--- src/rtl/alu_pkg.sv ---
// Shared ALU control codes, engine state encoding and default datapath width.
// Imported by the ALU control decoder and by the execute-stage ALU.
package alu_pkg;

    localparam int DATA_W_DEF = 32;

    localparam logic [3:0] ALU_AND  = 4'b0000;
    localparam logic [3:0] ALU_OR   = 4'b0001;
    localparam logic [3:0] ALU_ADD  = 4'b0010;
    localparam logic [3:0] ALU_MFHI = 4'b0011;
    localparam logic [3:0] ALU_MFLO = 4'b0100;
    localparam logic [3:0] ALU_MULT = 4'b0101;
    localparam logic [3:0] ALU_SUB  = 4'b0110;
    localparam logic [3:0] ALU_SLT  = 4'b0111;
    localparam logic [3:0] ALU_DIV  = 4'b1000;
    localparam logic [3:0] ALU_NOR  = 4'b1100;

    typedef enum logic [1:0] {
        ST_IDLE = 2'd0,
        ST_RUN  = 2'd1,
        ST_FIN  = 2'd2
    } eng_state_t;

endpackage

--- src/rtl/muldiv_seq.sv ---
// Iterative signed MULT/DIV engine owning the architectural HI/LO registers.
// Latency: start at E0 -> HI/LO and done valid after E(DATA_W+1); DIV by zero pulses done after E0.
// Backpressure: none; start is ignored while busy, the controller must stall on busy.
module muldiv_seq
    import alu_pkg::*;
#(
    parameter int DATA_W = DATA_W_DEF
) (
    input  logic              clk,
    input  logic              rst,
    input  logic              start,
    input  logic              is_mult,
    input  logic              is_div,
    input  logic [DATA_W-1:0] a,
    input  logic [DATA_W-1:0] b,
    output logic [DATA_W-1:0] hi,
    output logic [DATA_W-1:0] lo,
    output logic              busy,
    output logic              done,
    output logic              div_by_zero
);

    localparam int CNT_W = $clog2(DATA_W) + 1;
    localparam logic [CNT_W-1:0] LAST_STEP = CNT_W'(DATA_W - 1);

    eng_state_t        state, state_nxt;
    logic [CNT_W-1:0]  cnt;
    logic [DATA_W-1:0] p_hi, p_lo, opd;
    logic              div_op, neg_a, neg_b;

    logic              b_nz, accept, reject;
    logic [DATA_W-1:0] a_abs, b_abs;
    logic [DATA_W:0]   mul_add;
    logic [DATA_W:0]   div_shift;
    logic [DATA_W-1:0] div_diff;
    logic              div_ge;
    logic [2*DATA_W-1:0] prod, prod_fix;
    logic [DATA_W-1:0] quo_fix, rem_fix;

    assign b_nz   = |b;
    assign accept = start && (state == ST_IDLE) && (is_mult || (is_div && b_nz));
    assign reject = start && (state == ST_IDLE) && is_div && !b_nz;
    assign a_abs  = a[DATA_W-1] ? -a : a;
    assign b_abs  = b[DATA_W-1] ? -b : b;

    // MULT: p_hi accumulates, p_lo holds the multiplier and collects product low bits.
    assign mul_add = {1'b0, p_hi} + (p_lo[0] ? {1'b0, opd} : {(DATA_W+1){1'b0}});

    // DIV: p_hi is the partial remainder, p_lo shifts dividend out and quotient in.
    assign div_shift = {p_hi, p_lo[DATA_W-1]};
    assign div_ge    = div_shift >= {1'b0, opd};
    assign div_diff  = div_shift[DATA_W-1:0] - opd;

    assign prod     = {p_hi, p_lo};
    assign prod_fix = (neg_a ^ neg_b) ? -prod : prod;
    assign quo_fix  = (neg_a ^ neg_b) ? -p_lo : p_lo;
    assign rem_fix  = neg_a ? -p_hi : p_hi;

    always_ff @(posedge clk or posedge rst) begin
        if (rst) state <= ST_IDLE;
        else     state <= state_nxt;
    end

    always_comb begin
        state_nxt = state;
        case (state)
            ST_IDLE: if (accept) state_nxt = ST_RUN;
            ST_RUN:  if (cnt == LAST_STEP) state_nxt = ST_FIN;
            ST_FIN:  state_nxt = ST_IDLE;
            default: state_nxt = ST_IDLE;
        endcase
    end

    always_comb begin
        busy = (state != ST_IDLE);
    end

    always_ff @(posedge clk or posedge rst) begin
        if (rst) begin
            cnt         <= '0;
            p_hi        <= '0;
            p_lo        <= '0;
            opd         <= '0;
            div_op      <= 1'b0;
            neg_a       <= 1'b0;
            neg_b       <= 1'b0;
            hi          <= '0;
            lo          <= '0;
            done        <= 1'b0;
            div_by_zero <= 1'b0;
        end else begin
            done        <= 1'b0;
            div_by_zero <= 1'b0;
            case (state)
                ST_IDLE: begin
                    if (accept) begin
                        cnt    <= '0;
                        div_op <= is_div;
                        neg_a  <= a[DATA_W-1];
                        neg_b  <= b[DATA_W-1];
                        p_hi   <= '0;
                        p_lo   <= is_div ? a_abs : b_abs;
                        opd    <= is_div ? b_abs : a_abs;
                    end else if (reject) begin
                        done        <= 1'b1;
                        div_by_zero <= 1'b1;
                    end
                end
                ST_RUN: begin
                    cnt <= cnt + 1'b1;
                    if (div_op) begin
                        p_hi <= div_ge ? div_diff : div_shift[DATA_W-1:0];
                        p_lo <= {p_lo[DATA_W-2:0], div_ge};
                    end else begin
                        p_hi <= mul_add[DATA_W:1];
                        p_lo <= {mul_add[0], p_lo[DATA_W-1:1]};
                    end
                end
                ST_FIN: begin
                    if (div_op) begin
                        hi <= rem_fix;
                        lo <= quo_fix;
                    end else begin
                        hi <= prod_fix[2*DATA_W-1:DATA_W];
                        lo <= prod_fix[DATA_W-1:0];
                    end
                    done <= 1'b1;
                end
                default: ;
            endcase
        end
    end

endmodule

--- src/rtl/alu_hilo.sv ---
// Execute-stage ALU: combinational logic/arith ops plus HI/LO reads, with an iterative MULT/DIV engine.
// Latency: result/zero are combinational; MULT/DIV complete DATA_W+2 cycles after start.
// Backpressure: busy tells the controller to stall; no interlock on MFHI/MFLO while busy.
module alu_hilo
    import alu_pkg::*;
#(
    parameter int DATA_W = DATA_W_DEF
) (
    input  logic              clk,
    input  logic              rst,
    input  logic [3:0]        alu_ctrl,
    input  logic [DATA_W-1:0] a,
    input  logic [DATA_W-1:0] b,
    input  logic              start,
    output logic [DATA_W-1:0] result,
    output logic              zero,
    output logic              busy,
    output logic              done,
    output logic              div_by_zero
);

    logic [DATA_W-1:0] hi, lo;

    muldiv_seq #(.DATA_W(DATA_W)) u_muldiv (
        .clk         (clk),
        .rst         (rst),
        .start       (start),
        .is_mult     (alu_ctrl == ALU_MULT),
        .is_div      (alu_ctrl == ALU_DIV),
        .a           (a),
        .b           (b),
        .hi          (hi),
        .lo          (lo),
        .busy        (busy),
        .done        (done),
        .div_by_zero (div_by_zero)
    );

    always_comb begin
        result = '0;
        case (alu_ctrl)
            ALU_AND:  result = a & b;
            ALU_OR:   result = a | b;
            ALU_NOR:  result = ~(a | b);
            ALU_ADD:  result = a + b;
            ALU_SUB:  result = a - b;
            ALU_SLT:  result = {{(DATA_W-1){1'b0}}, ($signed(a) < $signed(b))};
            ALU_MFHI: result = hi;
            ALU_MFLO: result = lo;
            default:  result = '0;
        endcase
    end

    assign zero = (result == '0);

endmodule

--- config.mk ---
export PLATFORM = sky130hd
export DESIGN_NAME = alu_hilo
export DESIGN_NICKNAME = d
export VERILOG_FILES = /design/src/rtl/alu_pkg.sv /design/src/rtl/muldiv_seq.sv /design/src/rtl/alu_hilo.sv
export SDC_FILE = /design/constraint.sdc
export NUM_CORES = 1
export LEC_CHECK = 0
export ABC_CLOCK_PERIOD_IN_PS = 6770
export CORE_MARGIN = 2
export CORE_UTILIZATION = 35
export DETAILED_ROUTE_END_ITERATION = 16
export GPL_TIMING_DRIVEN = 0
export PLACE_DENSITY = 0.52
export RECOVER_POWER = 25
export SYNTH_ARGS = -nofsm -noshare
export SYNTH_HDL_FRONTEND = slang
export SYNTH_SLANG_ARGS = --single-unit
--- constraint.sdc ---
create_clock -name clk -period 6.77 [get_ports clk]
set_clock_uncertainty 0.05 [all_clocks]
set_input_delay 1.0155 -clock clk [delete_from_list [all_inputs] [get_ports clk]]
set_output_delay 1.0155 -clock clk [all_outputs]
set_load 0.02 [all_outputs]
-- Word-level counts from Yosys, hierarchy flattened
Index checks and enable logic that the tools add are counted.
- register bits after elaboration: 173
- logic and storage cells: 85
- $add $sub $neg: 10
- order comparisons: 2
- equal/unequal tests: 14
- multiplexer cells: 27
- bitwise logic cells: 4
- reductions and logical operators: 16
- operators by type and width (kind ; count):
    $mux 32 ; 14
    $pmux 32 s8 ; 1
    $neg 32->32 ; 4
    $pmux 32 s2 ; 2
    $mux 64 ; 1
    $neg 64->64 ; 1
    $sub 32x32->32 ; 2
    $add 32x33->33 ; 1
    $ge 33x32->1 ; 1
    $add 32x32->32 ; 1
    $and 32x32->32 ; 1
    $logic_not 32->1 ; 1
    $lt 32x32->1 ; 1
    $not 32->32 ; 1
    $or 32x32->32 ; 1
    $reduce_or 32->1 ; 1
    $eq 4x3->1 const B ; 4
    $pmux 6 s2 ; 1
    $eq 4x2->1 const B ; 2
    $eq 4x4->1 const B ; 2
    $add 6x1->6 const B ; 1
    $eq 6x5->1 const B ; 1
    $mux 6 ; 1
    $reduce_and 2->1 ; 3
    15 further kinds ; 24

-- Depth between registers and ports, before layout
Gate-level depths: netlist of the first run.
- depth in word-level cells: 7
- mapped depth: 16
- gate-level depth less buffers: 15

-- Hierarchy
A second synthesis of the first run with hierarchy kept.
- cells, all modules: 2787
- area total of the unflattened synthesis: 20777.4 sq um
- by module, submodules not included (module ; times used ; cells an instance ; area each (sq um) ; seq. area each (sq um)):
    muldiv_seq ; 1 ; 1845 ; 14642.8 ; 4329.2
    alu_hilo ; 1 ; 942 ; 6134.6 ; 0.0

-- Worst setup path before layout of the first run
No wires, ideal clock.
- path type: input-to-output
- start: in a[0]
- end: out zero
- data arrival time: 4.861 ns
- data required time: 5.704 ns
- slack: 0.843 ns
- stages on the path: 15
- buffers on the path: 0
- cell sequence: inv_1 ha_1 inv_1 fa_1 nor3b_1 o311ai_0 o211ai_1 mux2i_1 o211ai_1 or4_1 or4_1 or4_1 nor4b_2 nand4b_1 nor4b_2
- elaborated cells between the ends (all ways): 8
- RTL lines (element ; RTL line ; RTL):
    start: declaration ; alu_hilo.sv:12 ; input logic [DATA_W-1:0] a,
    $sub 32x32->32 / $add 32x32->32 (equally long branches) ; alu_hilo.sv:46, alu_hilo.sv:45 ;
    $pmux 32 s8 * ; alu_hilo.sv:41 ; case (alu_ctrl)
    net result[6] ; alu_hilo.sv:15 ; output logic [DATA_W-1:0] result,
    $logic_not 32->1 * ; alu_hilo.sv:54 ; assign zero = (result == '0);
    end: declaration ; alu_hilo.sv:16 ; output logic zero,
Mark *: on every way through the listed nets, which the timed path passes. The rest lies on a longest branch.

-- Worst setup path in the final report of the first run
- start: in b[0]
- end: out zero
- word-level cells in the longest chain between the ends: 4
- elaborated cells between the ends (all ways): 8
- RTL lines (element ; RTL line ; RTL):
    start: declaration ; alu_hilo.sv:13 ; input logic [DATA_W-1:0] b,
    branches (longest 2 deep; another with $sub 32x32->32) ; n/a ;
    $pmux 32 s8 * ; alu_hilo.sv:41 ;
    $logic_not 32->1 * ; alu_hilo.sv:54 ;
Every way passes the cells marked *.

==> reports/results.txt, run 1 <==
Global route overflow: 0
Tightest Hold Check Type: flip-flop to flip-flop
Site row count: 87
Net count reported at finish: 3,067
Post-detailed-route via-to-cell ratio: 5.98
Failing checks: max-capacitance violations, max-slew violations
Antenna violations before repair: 0
Fin area: 0.0230 sq mm
Residual DRC: 0
Cts bufs inserted: 17
Pint: 0.00364 W
DP Wirelength: 71,800 microns
Reg-to-reg critical path startpoint: u_muldiv.p_lo[0]$_DFFE_PP0P_
Time the worst path needs with I/O delays and setup: 6.62 ns
Crit path arrival time: 5.56 ns
Worst Reg-to-Reg Cells: 15
Port Buffer Count: 103
Proportion of register bits with asynchronous set or reset after synthesis: 100%
Worst slack after detailed placement: -1.21 ns
Number of maximum-capacitance violations: 2
Top post-synthesis cells by area: sky130_fd_sc_hd__dfrtp_1, sky130_fd_sc_hd__ha_1, sky130_fd_sc_hd__o21ai_0
Source-to-sink clock delay at the later pin of the worst-skew pair: 0.47 ns
Horiz. Die Dim: 244 microns
Cell Area, Synth: 0.0201 sq mm
Required @ worst endpoint: 5.70 ns
Final-report max-slew violation count: 176
Critical path startpoint category: primary input
Antenna diode count: 0
Number of global-route vias before repair: 20,700
Maximum vdd drop: 0.000238 V
Post-Route WL: 88,900 microns
Slew at the pin closest to its max-slew limit: 3.19 ns
Top-level I/O count: 107
Clock power frac: 14.5%
Switching part of the total power: 50.7%
Post-detailed-route wirelength per cell: 24.7 microns
Sequential group share of total power: 22.5%
Post-DRT Antenna Nets: 0
Global-route wire length before repair: 131,000 microns
Placed cell areas: 0.0221 sq mm
Final weighted congestion in routability-driven placement: 0.966
Layout cell share with drive strength beyond 1: 5.25%
Setup CP Type: primary input to primary output
DR pass1 iterations: 6
Status: finished, violations left
Number of DRC markers in iteration 0: 1,799
Final worst path period share: 97.8%
Distinct cell type count after synthesis: 93
Number of synthesized flops with an enable pin: 0
Crit path launch: b[0]
Leak: 9.57 nW
Warnings, synthesis: 0
Die area: 0.0593 sq mm
Critical register-to-register path endpoint: u_muldiv.p_hi[24]$_DFFE_PP0P_
CP Capture Type: primary output
Bufs on Longest Clock Path: 2
CP Max Fanout: 4
Area growth, synth to finish: 14.3%
Cell at the root of the clock tree: sky130_fd_sc_hd__clkbuf_16
Flop and latch count out of synthesis: 173
Clock sinks: 173
Total via count after detailed routing: 21,500
Part of the power in combinational logic: 63.0%
Post-synthesis area per instance: 7.44 sq um
Total track usage: 29.1%
Clock input transition at the sequential cells of the worst setup and hold paths: 0.07 ns
Vertical extent of the die: 244 microns
Final setup TNS: 0 ns
Net count after synthesis: 2,942
Launch point of the worst hold path: u_muldiv.lo[8]$_DFFE_PP0P_
Number of instances in the synthesized netlist: 2,699
Register area share after synthesis: 21.6%
Relative max-transition margin: -113%
Synth top area share: 21.6%
Cell type with the highest aggregate area in the netlist: sky130_fd_sc_hd__dfrtp_1
Power per unit of standard cell area: 322 mW/mm^2
Max Clk Rate: 151 MHz
Core footprint: 0.0566 sq mm
Clock tree from TritonCTS: built
Count of final hold-check violations: 0
Minimum setup slack in the final design: 0.147 ns
Htree depth: 4
Hold-fix buffer count after cts: 0
Pin count of the biggest net entering global routing: 127
Critical Path End: zero
Internal reg-to-reg setup slack: 0.99 ns
Most frequently used flop master after synthesis: sky130_fd_sc_hd__dfrtp_1
Net load switching power: 0.00375 W
Setup Viol. Count Final: 0
Initial Utilization: 35.5%
## worst min path at each step
stage,endpoint,slack (ns),cells past startpoint
after global routing,u_muldiv.lo[8]$_DFFE_PP0P_,0.45,2
after floorplan,u_muldiv.hi[14]$_DFFE_PP0P_,0.39,2
after CTS,u_muldiv.lo[5]$_DFFE_PP0P_,0.45,2
after global placement,u_muldiv.lo[11]$_DFFE_PP0P_,0.42,2
after detailed placement,u_muldiv.opd[31]$_DFFE_PP0P_,0.43,2
final,u_muldiv.lo[8]$_DFFE_PP0P_,0.44,2
## Yosys cell counts (all sizes together) (11+ instances only)
cell	n
o31ai	39
o221ai	37
nor4	32
a211oi	49
and2	15
or3	24
clkbuf	141
nand2b	26
a31oi	22
xor2	54
o21ai	253
or2	11
xnor2	132
a21o	41
o21bai	22
a211o	11
a221o	13
o41ai	20
nand2	324
buf	24
o211ai	27
a22oi	23
a21oi	221
and3	37
dfrtp	173
ha	168
nand4	33
o21a	15
nor2b	18
mux2i	54
nor2	208
inv	156
a221oi	28
nor3	52
nand3	61
or4	12
## flip-flops by register name (all words and copies together) (netlist names), 2 cells and up
register	count
u_muldiv.opd	32
u_muldiv.state	2
u_muldiv.p_lo	32
u_muldiv.p_hi	32
u_muldiv.cnt	6
u_muldiv.lo	32
u_muldiv.hi	32
## critical path: stages
cell	delay, ns
sky130_fd_sc_hd__dlygate4sd2_1	0.31
sky130_fd_sc_hd__ha_2	0.29
sky130_fd_sc_hd__fa_1	0.46
sky130_fd_sc_hd__a21o_4	0.26
sky130_fd_sc_hd__a221oi_4	0.25
sky130_fd_sc_hd__mux2i_1	0.24
sky130_fd_sc_hd__o211ai_1	0.16
sky130_fd_sc_hd__or4_4	0.59
sky130_fd_sc_hd__or4_4	0.45
sky130_fd_sc_hd__or4_4	0.55
sky130_fd_sc_hd__nor4b_4	0.32
sky130_fd_sc_hd__nand4b_1	0.22
sky130_fd_sc_hd__nor4b_2	0.25
sky130_fd_sc_hd__buf_4	0.18
## per-layer routing
layer | wire length, microns | vias up | GRT usage, %
met4 | 2730 | 0 | 9.49
met3 | 4830 | 131 | 2.84
met5 | 0 | - | 0
met2 | 40900 | 800 | 47.9
met1 | 40500 | 10500 | 39.9
li1 | - | 10100 | -
## kinds of logic (layout without fill, tap and decap cells)
group,Yosys count,in the layout,synth area share [%]
and+or+nand+nor,883,883,20.8
adders and majority gates,172,172,10.9
buffers and inverters,322,460,6.32
AOI/OAI and AO/OA,903,903,29.3
xor gates and xnor gates,186,186,8.11
DFF,173,173,21.6
muxes,60,60,3.05
## power by group through the flow
stage	clock network [W]	logic (W)	registers, W
6_report	0.00107	0.00466	0.00167
3_3_place_gp	0	0.00450	0.00167
3_5_place_dp	0	0.00454	0.00167
4_1_cts	0.00108	0.00458	0.00165
2_1_floorplan	0	0.00331	0.00151
5_1_grt	0.00113	0.00509	0.00170
## metrics by stage
step | util (%) | hold slack [ns] | power (W) | cells
after floorplan | - | 0.391 | 0.00482 | 2699
after global placement | 39.0 | 0.419 | 0.00616 | 3558
after detailed placement | 39.1 | 0.429 | 0.00621 | 3562
after CTS | 40.5 | 0.446 | 0.00731 | 3594
after global routing | 40.6 | 0.454 | 0.00792 | 3593
final | 40.6 | 0.440 | 0.00740 | 3593
## cells in the final DEF (no fill, tap or decap), types with 23 or more instances in the layout
cell / n
sky130_fd_sc_hd__nand3_1: 61
sky130_fd_sc_hd__ha_1: 161
sky130_fd_sc_hd__clkbuf_1: 129
sky130_fd_sc_hd__nand2b_1: 26
sky130_fd_sc_hd__o221ai_1: 36
sky130_fd_sc_hd__o211ai_1: 26
sky130_fd_sc_hd__nand2_1: 324
sky130_fd_sc_hd__a221oi_1: 24
sky130_fd_sc_hd__a21o_1: 40
sky130_fd_sc_hd__o21ai_0: 245
sky130_fd_sc_hd__dfrtp_1: 173
sky130_fd_sc_hd__a211oi_1: 47
sky130_fd_sc_hd__a21oi_1: 217
sky130_fd_sc_hd__mux2i_1: 54
sky130_fd_sc_hd__nand4_1: 33
sky130_fd_sc_hd__inv_1: 152
sky130_fd_sc_hd__a22oi_1: 23
sky130_fd_sc_hd__xor2_1: 54
sky130_fd_sc_hd__and3_1: 36
sky130_fd_sc_hd__nor2_1: 206
sky130_fd_sc_hd__clkdlybuf4s50_1: 82
sky130_fd_sc_hd__nor4_1: 29
sky130_fd_sc_hd__or3_1: 24
sky130_fd_sc_hd__nor3_1: 50
sky130_fd_sc_hd__o31ai_1: 37
sky130_fd_sc_hd__xnor2_1: 132
## what timing repair did
item / in CTS / in global routing
cloned: 0 / 0
setup endpoints to repair: 8 / 4
setup buffers: 3 / 3
pin swaps: 7 / 4
resized for setup: 54 / 30
## area by class of cell
cell class,count,area [sq um]
clock buffers,18,439
clock inverters,14,175
well taps,756,946
inverters,157,596
multi-input cells,2204,14700
flip-flops and latches,173,4330
plain buffers,158,659
fillers,6002,33600
repair buffers,113,1100
Power figures use the tool's default switching activity.
==> inputs of run 2 (changes only) <==
ABC_CLOCK_PERIOD_IN_PS = 8400   (was 6770)
clock period = 8.4 ns   (was 6.77 ns; I/O delays follow)
==> run 2 against run 1 <==
  * The run still ends with max-capacitance violations, max-slew violations left
  * Non-clock buffer count grew 1
  * Critical path depth is 2 higher
  * Combinational power shrank 20%
  * Via count rose by 0.13%
  * Flip-flop and latch count is the same
  * Highest routed layer unchanged
==> reports/results.txt, run 2 (same netlist as run 1, synthesis figures left out) <==
Status: finished, violations left
Failing checks: max-capacitance violations, max-slew violations
Biggest cell delay along the critical path: 0.64 ns (+0.05 ns)
Required @ worst endpoint: 7.09 ns (+1.39 ns)
Pin count of the biggest net entering global routing: 127 (unchanged)
Crit path arrival time: 6.78 ns (+1.22 ns)
Cell Count, Final, Fillers Out: 3,594 (+0.028%)
Clock tree from TritonCTS: built
Horiz. Die Dim: 244 microns (unchanged)
Antenna diode count: 0 (unchanged)
DR pass1 iterations: 6 (unchanged)
Total track usage: 29.1% (about the same)
Post-Route WL: 88,900 microns (about the same)
Relative max-transition margin: -113% (-0.31 points)
Post-detailed-route wirelength per cell: 24.7 microns (about the same)
Most common cell after layout, fill and taps aside: sky130_fd_sc_hd__nand2_1
Maximum vdd drop: 0.000191 V (-20%)
Post-DRT Antenna Nets: 0 (unchanged)
Residual DRC: 0 (unchanged)
RSZ-0062 raised after global routing: false
Area growth, synth to finish: 13.3%
Power per unit of standard cell area: 262 mW/mm^2 (-19%)
Final worst path period share: 96.3%
Fin area: 0.0228 sq mm (-0.93%)
Cts repair resizes: 1 (-98%)
Gate family responsible for the most delay along the worst path: simple AND/OR/NAND/NOR gates
Placed cell areas: 0.0221 sq mm (unchanged)
Worst hold slack after final layout: 0.439 ns (-0.000511 ns)
DP Wirelength: 71,800 microns (unchanged)
Post-detailed-route via-to-cell ratio: 5.99 (+0.11%)
Clock input transition at the sequential cells of the worst setup and hold paths: 0.08 ns (about the same)
Slew at the pin closest to its max-slew limit: 3.20 ns (+0.00469 ns)
Setup Viol. Count Final: 0 (unchanged)
Max Clk Rate: 124 MHz
Port Buffer Count: 103 (unchanged)
Hold-fix buffer count after cts: 0 (unchanged)
Count of final hold-check violations: 0 (unchanged)
Total via count after detailed routing: 21,500 (+0.13%)
Critical path startpoint category: primary input
Clock sinks: 173 (unchanged)
CP Max Fanout: 4 (unchanged)
Most frequent cell on the critical path: sky130_fd_sc_hd__or4_1
Fill cell instance count of the final layout: 6,005 (+0.050%)
Number of global-route vias before repair: 20,600 (-0.17%)
Site row count: 87 (unchanged)
CP Buf/Inv Count: 3 (+1)
Number of maximum-capacitance violations: 2 (unchanged)
Antenna violations before repair: 0 (unchanged)
Worst slack after detailed placement: -0.0644 ns (+1.14 ns)
Placed cells: 3,562 (unchanged)
CP Capture Type: primary output
Top-level I/O count: 107 (unchanged)
Leak: 9.46 nW (-1.2%)
Cell at the root of the clock tree: sky130_fd_sc_hd__clkbuf_16
Post-CTS Repair Setup Buffers: 0 (-3)
Layout cell share with drive strength beyond 1: 3.77% (-1.5 points)
Final weighted congestion in routability-driven placement: 0.966 (unchanged)
Setup CP Type: primary input to primary output
Vertical extent of the die: 244 microns (unchanged)
Core footprint: 0.0566 sq mm (unchanged)
Tightest Hold Check Type: flip-flop to flip-flop
Bufs on Longest Clock Path: 2 (unchanged)
Global-route wire length before repair: 131,000 microns (about the same)
Global route overflow: 0 (unchanged)
Net count reported at finish: 3,068 (+0.033%)
Cts bufs inserted: 17 (unchanged)
Time the worst path needs with I/O delays and setup: 8.09 ns
Source-to-sink clock delay at the later pin of the worst-skew pair: 0.47 ns (about the same)
Final-report max-slew violation count: 176 (unchanged)
Most frequent cells in the layout: sky130_fd_sc_hd__nand2_1, sky130_fd_sc_hd__o21ai_0, sky130_fd_sc_hd__a21oi_1
Htree depth: 4 (unchanged)
Cells traversed along the worst timing path: clkdlybuf4s50_1 > ha_1 > inv_1 > fa_1 > nor3b_1 > o31a_2 > o21ai_2 > a21oi_1 > a2bb2oi_1 > or4_1 > or4_1 > or4_1 > nor4b_2 > nand4b_1 > nor4b_2 > clkdlybuf4s50_1
Initial Utilization: 35.5% (unchanged)
Minimum setup slack in the final design: 0.308 ns (+0.161 ns)
Number of DRC markers in iteration 0: 1,942 (+7.9%)
Die area: 0.0593 sq mm (unchanged)
Cell with the largest stage delay on the worst path: sky130_fd_sc_hd__clkdlybuf4s50_1
## run 2: cell types whose count changed in the layout (fill, tap and decap cells not counted), moves of 6 or more
cell,before,now
sky130_fd_sc_hd__clkbuf_1,129,140
sky130_fd_sc_hd__dlygate4sd2_1,11,0
sky130_fd_sc_hd__clkdlybuf4s50_1,82,101
sky130_fd_sc_hd__buf_4,12,5
sky130_fd_sc_hd__ha_1,161,167
## run 2: worst reg2reg max path, cell delays in order (launching register included)
cell	delay, ns
sky130_fd_sc_hd__dfrtp_1	0.52
sky130_fd_sc_hd__clkinv_1	0.59
sky130_fd_sc_hd__clkbuf_1	0.40
sky130_fd_sc_hd__nor2_1	0.22
sky130_fd_sc_hd__ha_1	0.30
sky130_fd_sc_hd__a21o_1	0.19
sky130_fd_sc_hd__a21oi_1	0.13
sky130_fd_sc_hd__o21ai_0	0.19
sky130_fd_sc_hd__or3_1	0.48
sky130_fd_sc_hd__a21oi_1	0.34
sky130_fd_sc_hd__nor4_1	0.19
sky130_fd_sc_hd__o41ai_1	1.10
sky130_fd_sc_hd__nand2b_1	0.25
sky130_fd_sc_hd__a41oi_1	0.31
sky130_fd_sc_hd__xnor2_1	0.10
sky130_fd_sc_hd__a221o_1	0.32
## run 2: layout make-up
class                   count  area, sq um  share of cell area, %
clock buffers              18          439                   1.93
well taps                 756          946                   4.16
flip-flops and latches    173         4330                   19.0
multi-input cells        2204        14500                   63.9
plain buffers             165          679                   2.99
inverters                 157          593                   2.61
clock inverters            14          175                  0.770
repair buffers            107         1060                   4.66
## run 2: per-layer routing
metal | global-route usage (%) | part of all wire (%) | vias to the layer above
met5 | 0 | 0 | -
met4 | 9.68 | 3.2 | 0
met3 | 2.93 | 5.6 | 127
li1 | - | - | 10100
met1 | 39.9 | 46 | 10500
met2 | 47.7 | 46 | 821
## run 2: final timing paths
kind                                                   start                             to  slack [ns]  cells past startpoint
worst min register to register   u_muldiv.lo[14]$_DFFE_PP0P_    u_muldiv.lo[14]$_DFFE_PP0P_        0.44                      2
worst max-delay path                                    b[0]                           zero        0.31                     16
worst min-delay path             u_muldiv.lo[14]$_DFFE_PP0P_    u_muldiv.lo[14]$_DFFE_PP0P_        0.44                      2
worst max register to register  u_muldiv.p_lo[0]$_DFFE_PP0P_  u_muldiv.p_hi[24]$_DFFE_PP0P_        2.62                     15
max in group asynchronous                                rst  u_muldiv.p_lo[26]$_DFFE_PP0P_        2.46                      3
min in group asynchronous                                rst   u_muldiv.p_hi[7]$_DFFE_PP0P_        1.85                      2
## run 2: per-stage QoR
step | setup TNS (ns) | util [%] | total power, W
after floorplan | 0 | - | 0.00389
after global placement | -66.93 | 39.0 | 0.00497
after detailed placement | -0.0644 | 39.1 | 0.00501
after CTS | 0 | 40.2 | 0.00588
after global routing | 0 | 40.2 | 0.00636
final | 0 | 40.2 | 0.00596
## run 2: power breakdown
part	switching, W	internal, W
combinational	0.00229	0.00145
clock	0.000412	0.000459
sequential	0.000324	0.00102
total	0.00303	0.00293
==> inputs of run 3 (changes only) <==
CELL_PAD_IN_SITES_DETAIL_PLACEMENT = 0   (was unset)
CELL_PAD_IN_SITES_GLOBAL_PLACEMENT = 1   (was unset)
CORE_MARGIN = 3   (was 2)
HOLD_SLACK_MARGIN = 0.05   (was unset)
PLACE_DENSITY = 0.66   (was 0.52)
==> run 3 against run 2 <==
  * The run still ends with max-capacitance violations, max-slew violations left
  * Critical path depth increased by 1
  * Core utilization down 0.082 points
  * Largest power group unchanged
  * Maximum frequency grew 3.2%
  * Setup slack improved by 0.25 ns
  * Largest cell class unchanged
  * Die area rose by 1.6%
  * Critical path type unchanged
  * Sequential power about the same
  * Final cell count is essentially flat
  * Global-route usage up 0.52 points
  * Clock-buffer cell count did not move
  * Clock power fell by 4.5%
  * Flip-flop and latch count stayed put
==> reports/results.txt, run 3 (same netlist as run 1, synthesis figures left out) <==
Status: finished, violations left
Failing checks: max-capacitance violations, max-slew violations
Count of final hold-check violations: 0 (unchanged)
Final-report max-slew violation count: 176 (unchanged)
Residual DRC: 0 (unchanged)
Max Clk Rate: 128 MHz (+3.2%)
Antenna diode count: 0 (unchanged)
Clock input transition at the sequential cells of the worst setup and hold paths: 0.07 ns (about the same)
Leak: 9.45 nW (about the same)
Most common cell after layout, fill and taps aside: sky130_fd_sc_hd__nand2_1
Number of global-route vias before repair: 20,600 (-0.21%)
Setup Viol. Count Final: 0 (unchanged)
Cell at the root of the clock tree: sky130_fd_sc_hd__clkbuf_16
Total track usage: 29.6% (+0.52 points)
Crit path arrival time: 6.53 ns (-0.25 ns)
Htree depth: 4 (unchanged)
Clock tree from TritonCTS: built
Cts bufs inserted: 17 (unchanged)
Time the worst path needs with I/O delays and setup: 7.84 ns (-0.249 ns)
Final weighted congestion in routability-driven placement: 0.928 (-3.9%)
Source-to-sink clock delay at the later pin of the worst-skew pair: 0.46 ns (about the same)
Minimum setup slack in the final design: 0.557 ns (+0.249 ns)
Net count reported at finish: 3,067 (-0.033%)
Most frequent cell on the critical path: sky130_fd_sc_hd__or4_1
Area growth, synth to finish: 13.1%
Post-detailed-route via-to-cell ratio: 6.01 (+0.33%)
Initial Utilization: 35.5% (unchanged)
Cells traversed along the worst timing path: clkdlybuf4s50_1 > inv_2 > ha_1 > inv_1 > fa_1 > nor3b_1 > o31a_2 > o21ai_2 > a21oi_1 > a2bb2oi_1 > or4_1 > or4_1 > or4_1 > nor4b_2 > nand4b_1 > nor4b_2 > dlymetal6s2s_1
Biggest cell delay along the critical path: 0.57 ns (-0.07 ns)
Pin count of the biggest net entering global routing: 113 (-11%)
Required @ worst endpoint: 7.09 ns (about the same)
Slew at the pin closest to its max-slew limit: 3.09 ns (-0.102 ns)
Global route overflow: 0 (unchanged)
DR pass1 iterations: 6 (unchanged)
Post-layout utilization of the core: 40.1% (-0.082 points)
Most frequent cells in the layout: sky130_fd_sc_hd__nand2_1, sky130_fd_sc_hd__o21ai_0, sky130_fd_sc_hd__a21oi_1
Power per unit of standard cell area: 262 mW/mm^2 (about the same)
Clock sinks: 173 (unchanged)
Maximum vdd drop: 0.000173 V (-9.4%)
Port Buffer Count: 103 (unchanged)
Top-level I/O count: 107 (unchanged)
Core footprint: 0.0566 sq mm (unchanged)
Die area: 0.0603 sq mm (+1.6%)
Post-CTS Repair Setup Buffers: 0 (unchanged)
CP Capture Type: primary output
Cell with the largest stage delay on the worst path: sky130_fd_sc_hd__clkdlybuf4s50_1
CP Max Fanout: 5 (+1)
Post-DRT Antenna Nets: 0 (unchanged)
DP Wirelength: 73,800 microns (+2.7%)
Total Power Consumption: 0.00594 W (-0.22%)
Antenna violations before repair: 0 (unchanged)
Setup CP Type: primary input to primary output
Layout cell share with drive strength beyond 1: 3.74% (-0.034 points)
Tightest Hold Check Type: flip-flop to flip-flop
Worst slack after detailed placement: 0.00676 ns (+0.0712 ns)
Critical path startpoint category: primary input
Final worst path period share: 93.4% (-3.0 points)
Relative max-transition margin: -107% (+5.7 points)
Bufs on Longest Clock Path: 2 (unchanged)
Number of maximum-capacitance violations: 2 (unchanged)
Internal reg-to-reg setup slack: 2.65 ns (+0.03 ns)
RSZ-0062 raised after global routing: false
Post-Route WL: 91,900 microns (+3.4%)
Horiz. Die Dim: 246 microns (+0.82%)
Global-route wire length before repair: 135,000 microns (+3.0%)
Post-detailed-route wirelength per cell: 25.6 microns (+3.4%)
Total via count after detailed routing: 21,600 (+0.30%)
Site row count: 87 (unchanged)
Number of DRC markers in iteration 0: 1,807 (-7.0%)
Vertical extent of the die: 246 microns (+0.82%)
## run 3: changes by cell type in the layout (fill, tap and decap cells not counted), sizes merged
| cell | delta |
|---|---|
| buf | -1 |
| bufinv | -1 |
| clkinv | -1 |
| clkinvlp | +1 |
| inv | +1 |
## run 3: critical path, delay by kind of cell
kind | cells | cell delay (ns)
adders and majority gates | 2 | 0.64
buffers and inverters | 4 | 1.11
and+or+nand+nor | 7 | 2.60
AOI/OAI and AO/OA | 4 | 0.89
## run 3: routing by layer
| metal | up-vias | part of all wire [%] | track usage [%] |
|---|---|---|---|
| met4 | 0 | 3.2 | 9.59 |
| met3 | 124 | 5.4 | 3.10 |
| met2 | 771 | 46 | 48.7 |
| met1 | 10600 | 46 | 40.6 |
| met5 | - | 0 | 0 |
| li1 | 10100 | - | - |
## run 3: what timing repair did
action | in CTS | in global routing
hold buffers | 0 | 0
endpoints found under the setup margin | 1 | 1
resized for setup | 1 | 3
pin swaps | 0 | 0
endpoints found under the hold margin | 0 | 0
## run 3: where the power goes
group          total, W  internal (W)  leakage, nW  switching (W)
combinational   0.00376       0.00145         7.10        0.00232
clock          0.000831      0.000428        0.280       0.000403
sequential      0.00135       0.00102         2.07       0.000326
total           0.00594       0.00290         9.45        0.00305
## run 3: path summary, 6_finish.rpt
| check | cells past startpoint | end | start |
|---|---|---|---|
| worst max-delay path | 17 | zero | a[0] |
| worst min-delay path | 2 | u_muldiv.hi[29]$_DFFE_PP0P_ | u_muldiv.hi[29]$_DFFE_PP0P_ |
| worst max register to register | 15 | u_muldiv.p_hi[26]$_DFFE_PP0P_ | u_muldiv.p_lo[0]$_DFFE_PP0P_ |
| worst min register to register | 2 | u_muldiv.hi[29]$_DFFE_PP0P_ | u_muldiv.hi[29]$_DFFE_PP0P_ |
| max in group asynchronous | 3 | u_muldiv.hi[0]$_DFFE_PP0P_ | rst |
| min in group asynchronous | 2 | u_muldiv.p_hi[7]$_DFFE_PP0P_ | rst |
## run 3: cell type report
type	instances	area (sq um)
Inverter	157	591
Fill cell	6073	33900
Timing Repair Buffer	106	1050
Sequential cell	173	4330
Clock inverter	14	150
Multi-Input combinational cell	2204	14500
Tap cell	756	946
Buffer	165	679
Clock buffer	18	439
## run 3: per-stage QoR
stage | TNS, ns | hold slack (ns) | cells | cell area (sq um)
after CTS | 0 | 0.444 | 3593 | 22700
after global routing | 0 | 0.464 | 3593 | 22700
after floorplan | 0 | 0.391 | 2699 | 20100
after global placement | -92.53 | 0.422 | 3558 | 22100
final | 0 | 0.441 | 3593 | 22700
after detailed placement | 0 | 0.427 | 3561 | 22100
==> RTL edit: new RTL, config.mk and constraints of run 1 <==
Remove the case item `ALU_SUB` of the case on `alu_ctrl`.
--- a/src/rtl/alu_hilo.sv
+++ b/src/rtl/alu_hilo.sv
@@ -43,7 +43,6 @@
             ALU_OR:   result = a | b;
             ALU_NOR:  result = ~(a | b);
             ALU_ADD:  result = a + b;
-            ALU_SUB:  result = a - b;
             ALU_SLT:  result = {{(DATA_W-1){1'b0}}, ($signed(a) < $signed(b))};
             ALU_MFHI: result = hi;
             ALU_MFLO: result = lo;
Behaviour: not the same (a bounded check fails within 4 cycles, from zero or initial values and one cycle with rst high).
==> RTL edit against run 1 <==
- the run still ends with max-capacitance violations, max-slew violations left
- first-iteration DRC count is 7.4% lower
- synthesized area is 6.8% lower
- die area is 6.7% lower
- sequential power is 2% higher
- combinational power hardly changed
- non-clock buffer count is 16 lower
- global-route usage is 0.70 points lower
- sequential cell count stayed put
- setup slack better by 230 ps
- final cell count is 8.7% lower
- design area is 6.9% lower
- count of clock-buffer cells in the layout is 2 higher
- total power is 0.53% higher
- routed wire length is 9.4% lower
- largest power group unchanged
==> RTL edit: results (changes against run 1) <==
- Result of the run: finished, violations left
- Violated checks: max-capacitance violations, max-slew violations
- Most frequent cells after synthesis: 300 x sky130_fd_sc_hd__nand2_1, 223 x sky130_fd_sc_hd__o21ai_0, 178 x sky130_fd_sc_hd__nor2_1, 173 x sky130_fd_sc_hd__a21oi_1, 173 x sky130_fd_sc_hd__dfrtp_1
- Mapped Area: 18700 um2 (-6.8%)
- Clock network share of area: 2.93% (+0.26 points)
- Number of antenna violations at the first check in global routing: 1 (+1)
- The routed via count was 19500 (-9.4%).
- Per-instance average area after synthesis: 7.63 um2 (+2.6%)
- The number of gates resized after cts is 11 (-80%).
- Inverters excl. clock: 137 (-13%)
- The count of inserted antenna diode cells was 1 (+1).
- Footprint of the multi-input gates: 13300 um2 (-9.4%)
- The max-slew violation count came to 100 (-43%).
- VDD IR-drop max: 0.209 mV (-12%)
* Sequential fraction of total cell area: 20.3% (+1.4 points)
* Non-clock buffer count: 255 (-5.9%)
- The sequential share of the synthesized area was 23.1% (+1.6 points).
- The standby leakage power is 9.13 nW (-4.6%).
* DP Cell Count: 3248 (-8.8%)
- Multi-input gate count: 1995 (-9.5%)
- Total routing usage reported by global routing: 28.4% (-0.70 points)
- Fill cell total of the finished layout: 5535 (-7.8%)
- The length of routed met3 wiring was 4070 um (-16%).
- The post-synthesis compound-gate area fraction was 27.3% (-2.0 points).
- The max capacitance violation total came to 1 (-1).
* Post-layout nets: 2818 (-8.1%)
- Xor/xnor share of the synthesized area: 8.84% (+0.73 points)
- Initial DRC Count: 1665 (-7.4%)
- The met2 usage came to 48.1% (+0.19 points).
- Wirelength, routed: 80600 um (-9.4%)
==> RTL edit: cell types whose count changed in the layout (fill, tap and decap cells not counted), sizes merged, moves of 13 or more <==
cell and delta:
nand2b -13, and3 -19, clkdlybuf4s50 +20, clkbuf -17, inv -24, o21ai -27
a31oi +25, nand2 -24, o21bai -13, a221o +17, nor2b +16, a21oi -48
nor2 -29
==> RTL edit: final timing paths <==
| check | to | cells past startpoint | slack [ps] | start |
|---|---|---|---|---|
| worst min register to register | u_muldiv.hi[5] | 2 | 440 | u_muldiv.hi[5] |
| worst max register to register | u_muldiv.hi[30] | 13 | 2110 | u_muldiv.p_lo[0] |
| min in group asynchronous | u_muldiv.opd[4] | 2 | 2480 | rst |
| max in group asynchronous | u_muldiv.hi[28] | 2 | 1880 | rst |
| worst max-delay path | result[31] | 12 | 380 | alu_ctrl[1] |
| worst min-delay path | u_muldiv.hi[5] | 2 | 440 | u_muldiv.hi[5] |
==> RTL edit: worst max-delay path: stages <==
cell	delay, ps
sky130_fd_sc_hd__clkdlybuf4s50_1	510
sky130_fd_sc_hd__clkbuf_1	370
sky130_fd_sc_hd__nor4bb_1	380
sky130_fd_sc_hd__clkbuf_1	560
sky130_fd_sc_hd__clkbuf_1	600
sky130_fd_sc_hd__buf_1	580
sky130_fd_sc_hd__nand2_1	100
sky130_fd_sc_hd__o21ai_0	100
sky130_fd_sc_hd__a221o_1	140
sky130_fd_sc_hd__a21oi_1	70
sky130_fd_sc_hd__o21ai_0	210
sky130_fd_sc_hd__clkdlybuf4s50_1	690
==> RTL edit: power by group <==
group	leakage, nW	internal, mW	switching, mW
clock	0.295	0.613	0.447
combinational	6.80	1.85	2.82
sequential	2.03	1.27	0.434
